File: src/rtl/seg7_scan_capture.sv
// seg7_scan_capture: recovers per-digit hex value and dot from a multiplexed seven-segment bus
module seg7_scan_capture #(
    parameter int NUM_DIGITS    = 4,
    parameter int STABLE_CYCLES = 4
) (
    input  logic                    clk,
    input  logic                    rst,
    input  logic                    a,
    input  logic                    b,
    input  logic                    c,
    input  logic                    d,
    input  logic                    e,
    input  logic                    f,
    input  logic                    g,
    input  logic                    dot,
    input  logic [NUM_DIGITS-1:0]   dig_sel,
    output logic [4*NUM_DIGITS-1:0] hex,
    output logic [NUM_DIGITS-1:0]   dots,
    output logic [NUM_DIGITS-1:0]   err,
    output logic                    frame_valid
);
    localparam int SW = NUM_DIGITS + 8;
    localparam int CW = STABLE_CYCLES > 1 ? $clog2(STABLE_CYCLES) : 1;
    localparam logic [CW-1:0] CMAX = CW'(STABLE_CYCLES - 1);

    typedef enum logic [1:0] {IDLE, SETTLE, HELD} state_t;

    state_t                state;
    logic [SW-1:0]         s_reg;
    logic [SW-1:0]         sample;
    logic [CW-1:0]         cnt;
    logic [NUM_DIGITS-1:0] seen;
    logic [NUM_DIGITS-1:0] seen_next;
    logic                  one_hot;
    logic                  same;
    logic                  capture;
    logic [4:0]            dec;

    // {valid, value}; anything outside the 16 glyphs is flagged invalid
    function automatic logic [4:0] decode(input logic [6:0] p);
        logic [4:0] r;
        r = 5'h00;
        case (p)
            7'h7E: r = 5'h10;
            7'h30: r = 5'h11;
            7'h6D: r = 5'h12;
            7'h79: r = 5'h13;
            7'h33: r = 5'h14;
            7'h5B: r = 5'h15;
            7'h5F: r = 5'h16;
            7'h70: r = 5'h17;
            7'h7F: r = 5'h18;
            7'h7B: r = 5'h19;
            7'h77: r = 5'h1A;
            7'h1F: r = 5'h1B;
            7'h4E: r = 5'h1C;
            7'h3D: r = 5'h1D;
            7'h4F: r = 5'h1E;
            7'h47: r = 5'h1F;
            default: r = 5'h00;
        endcase
        return r;
    endfunction

    // s_reg layout: {dig_sel, a..g, dot}
    assign sample    = {dig_sel, a, b, c, d, e, f, g, dot};
    assign one_hot   = $onehot(dig_sel);
    assign same      = sample == s_reg;
    assign capture   = state == SETTLE && same && one_hot && cnt == CMAX;
    assign seen_next = seen | dig_sel;
    assign dec       = decode(s_reg[7:1]);

    // sampler, stability counter, scan FSM and capture registers
    always_ff @(posedge clk or posedge rst) begin
        if (rst) begin
            state       <= IDLE;
            s_reg       <= '0;
            cnt         <= '0;
            seen        <= '0;
            hex         <= '0;
            dots        <= '0;
            err         <= '0;
            frame_valid <= 1'b0;
        end else begin
            s_reg       <= sample;
            cnt         <= (same && one_hot) ? (cnt == CMAX ? cnt : cnt + 1'b1) : '0;
            frame_valid <= 1'b0;
            state       <= !one_hot ? IDLE : capture ? HELD : (same && state == HELD) ? HELD : SETTLE;
            if (capture) begin
                for (int i = 0; i < NUM_DIGITS; i++) begin
                    if (s_reg[8+i]) begin
                        dots[i] <= s_reg[0];
                        err[i]  <= ~dec[4];
                        if (dec[4]) hex[4*i +: 4] <= dec[3:0];
                    end
                end
                if (&seen_next) begin
                    seen        <= '0;
                    frame_valid <= 1'b1;
                end else begin
                    seen <= seen_next;
                end
            end
        end
    end
endmodule

File: config.mk
export PLATFORM = sky130hd
export DESIGN_NAME = seg7_scan_capture
export DESIGN_NICKNAME = d
export VERILOG_FILES = /design/src/rtl/seg7_scan_capture.sv
export SDC_FILE = /design/constraint.sdc
export NUM_CORES = 1
export LEC_CHECK = 0
export BUFFER_PORTS_ARGS = -buffer_cell sky130_fd_sc_hd__buf_2
export CORE_MARGIN = 2
export CORE_UTILIZATION = 41
export CTS_CLUSTER_SIZE = 28
export DETAILED_ROUTE_END_ITERATION = 6
export SLEW_MARGIN = 20
export SYNTH_ARGS = -nofsm -noshare
export SYNTH_HDL_FRONTEND = slang
export SYNTH_SLANG_ARGS = --single-unit
File: constraint.sdc
create_clock -name clk -period 6.8 [get_ports clk]
set_input_delay 2.04 -clock clk [delete_from_list [all_inputs] [get_ports clk]]
set_output_delay 2.04 -clock clk [all_outputs]
set_load 0.02 [all_outputs]
==> flow_metrics.env <==
export IMPL_cts_resized=0
export IMPL_diodes=0
export IMPL_drv_cap=0
export IMPL_grt_setup_unrepaired="no"
export IMPL_largest_register_ffs=16
export IMPL_worstHoldPathCells=1
export IMPL_grt_max_degree=46
export IMPL_numClockSinks=45
export IMPL_drtAntennaViolNets=0
export IMPL_r2r_end="hex[11]"
export IMPL_layout_cells_non_filler=309
export IMPL_synth_cells=204
export IMPL_syn_to_final_growth_pct=14.6
export IMPL_worstMarginPinSlew_ns=0.813
export IMPL_ys_seq_area_share_pct=50.2
export IMPL_wirelength_um=4750
export IMPL_hold_buffers=0
export IMPL_die_h_um=78.0
export IMPL_avgSynthCellArea_um2=11.0
export IMPL_powerDensity_mw_per_mm2=190
export IMPL_place_congestion=0.797
export IMPL_drt_iter0_markers=104
export IMPL_core_area_mm2=0.00520
export IMPL_setup_viol=0
export IMPL_synth_edff_count=0
export IMPL_numPortBuffers=38
export IMPL_cts_setup_buffers=0
export IMPL_grt_overflow=0
export IMPL_drc=0
export IMPL_crit_required_ns=6.98
export IMPL_ys_async_sr_fraction_pct=100
export IMPL_start_util_pct=43.1
export IMPL_htree_levels=2
export IMPL_synth_area_mm2=0.00224
export IMPL_cts_root_buf="clkbuf_8"
export IMPL_clk_path_buf_depth=2
export IMPL_ff2ff_path_depth=5
export IMPL_rows=26
export IMPL_arrival_ns=5.11
export IMPL_num_vias=1654
export IMPL_rr_startpoint="s_reg[4]"
export IMPL_num_io_pins=39
export IMPL_final_common_cell="dfrtp_1"
export IMPL_hold_viol=0
export IMPL_fin_util_pct=49.4
export IMPL_final_cell_mix="dfrtp_1 (45), buf_2 (38), inv_1 (15)"
export IMPL_run_status="finished clean"
export IMPL_synth_xor_area_share_pct=5.47
export IMPL_path_clk_slew_ns=0.07
export IMPL_path_max_fanout=8
export IMPL_synthSimpleGateAreaFrac_pct=16.0
export IMPL_worstHoldEndpoint="err[1]"
export IMPL_grt_pass1_vias=1687
export IMPL_wire_per_inst_um=15.4
export IMPL_antenna_found_initial=0
export IMPL_synthFlopType="dfrtp_1"
export IMPL_startpoint_type="input port"
export IMPL_synth_fa_ha_area_share_pct=2.57
export IMPL_ys_top_cells_by_area="dfrtp_1 (50%), xnor2_1 (5.1%), mux2_2 (4.0%)"
export IMPL_hold_path_startpoint="err[1]"
export IMPL_p_leak_nw=1.21
export IMPL_synth_top_family_by_area="compound AO/OA/AOI/OAI gates"
export IMPL_slew_headroom_pct=45.5
export IMPL_place_hpwl_um=3490
export IMPL_cts_tree="done"
export IMPL_yosysTopAreaCell="dfrtp_1"
export IMPL_hold_path_class="flip-flop to flip-flop"
export IMPL_reg2reg_slack_ns=4.29
export IMPL_place_ws_ns=1.54
export IMPL_synth_compound_area_share_pct=16.4
export IMPL_critPathKind="input port to flip-flop"
export IMPL_ys_types=50
export IMPL_setup_tns_ns=0
export IMPL_drv_slew=0
export IMPL_die_x_um=78.0
export IMPL_grt_pass1_wl_um=8400
export IMPL_synthesis_nets=222
export IMPL_post_place_cells=302
export IMPL_ys_ff_latch=45
export IMPL_die_area_mm2=0.00608
export IMPL_grt_total_usage_pct=17.7
export IMPL_ir_drop_mv=0.113
export IMPL_synth_top_area_share_pct=50.2
export IMPL_timing_fmax_mhz=203
export IMPL_worst_skew_pair_late_latency_ns=0.29
export IMPL_setup_ws_ns=1.86
export IMPL_drive_above_1_share_pct=28.0
export IMPL_synthMuxAreaShare_pct=4.46
export IMPL_period_minus_slack_ns=4.94
export IMPL_nets=257
export IMPL_cp_end_kind="flip-flop"
export IMPL_drt_first_pass_iters=4
export IMPL_cts_buffers=5
export IMPL_yosys_warnings=0
export IMPL_viasPerCell=5.35
export IMPL_fin_crit_sh_pct=72.6
export IMPL_skew_ns=0.00898
## synthesized netlist by cell type (2+ instances only)
| cell | instances |
|---|---|
| a2bb2oi_1 | 8 |
| and3_1 | 2 |
| o22a_2 | 4 |
| ha_1 | 3 |
| mux2_2 | 8 |
| nor3b_1 | 2 |
| nand2_1 | 9 |
| inv_1 | 16 |
| xnor2_1 | 13 |
| nand4b_1 | 2 |
| nor3_1 | 4 |
| or4_1 | 2 |
| a21oi_1 | 9 |
| a311oi_2 | 4 |
| nand3b_1 | 4 |
| nand4_1 | 5 |
| o22ai_1 | 4 |
| clkbuf_1 | 8 |
| o21ai_0 | 3 |
| nor2_1 | 11 |
| nand2b_1 | 2 |
| a31oi_1 | 4 |
| dfrtp_1 | 45 |
| nor2b_1 | 4 |
| o32ai_1 | 3 |
## stage by stage
step	hold WS [ns]	total power, mW	cell area [um^2]
after global placement	0.484	0.331	2480
final	0.502	0.487	2570
after global routing	0.525	0.513	2570
after detailed placement	0.490	0.332	2480
after CTS	0.509	0.494	2560
after floorplan	0.463	0.317	2240
## how the worst max path moves through the flow
stage	from	endpoint	slack (ns)	cells past startpoint
3_3_place_gp	dig_sel[0]	dots[3]	1.58	11
2_1_floorplan	dig_sel[0]	dots[3]	1.84	11
3_5_place_dp	dig_sel[0]	dots[3]	1.54	11
5_1_grt	dig_sel[0]	dots[3]	1.72	11
4_1_cts	dig_sel[0]	dots[3]	1.85	11
6_report	dig_sel[0]	dots[3]	1.86	11
## cell families (layout without fill, tap and decap cells)
| kind of cell | count (synthesis) | after routing |
|---|---|---|
| adder cells (fa/ha/maj) | 4 | 4 |
| flip-flops | 45 | 45 |
| XOR/XNOR | 14 | 14 |
| buffers and inverters | 27 | 62 |
| multiplexers | 9 | 9 |
| AND/OR/NAND/NOR | 59 | 59 |
| AO/OA/AOI/OAI | 46 | 46 |
## worst max-delay path, stage by stage
cell and delay [ns]:
buf_2 0.13, inv_1 0.07, fa_1 0.53, inv_1 0.04, ha_1 0.17, ha_1 0.27, or3b_4 0.43, or2_4 0.28
or4_4 0.49, nor2_1 0.29, mux2_2 0.38
## cell type report
type | instances | area [um^2]
Tap cell | 70 | 87.6
Fill cell | 506 | 2640
Clock buffer | 7 | 86.3
Sequential cell | 45 | 1130
Multi-Input combinational cell | 132 | 1010
Inverter | 16 | 60.1
Timing Repair Buffer | 39 | 198
## per-layer routing
layer  share of wire (%)  global-route usage (%)  vias up
li1                    -                       -      811
met1                  49                    25.2      808
met2                  46                    26.6       30
met3                 3.7                    4.53        5
met4                 1.1                    5.44        0
met5                   0                       0        -
## power breakdown
group | switching [mW] | leakage (nW) | internal (mW) | total, mW
logic | 0.0248 | 0.592 | 0.0191 | 0.0439
registers | 0.0105 | 0.574 | 0.272 | 0.283
clock network | 0.0800 | 0.0443 | 0.0806 | 0.161
No activity file was read; power rests on OpenSTA's default activity.
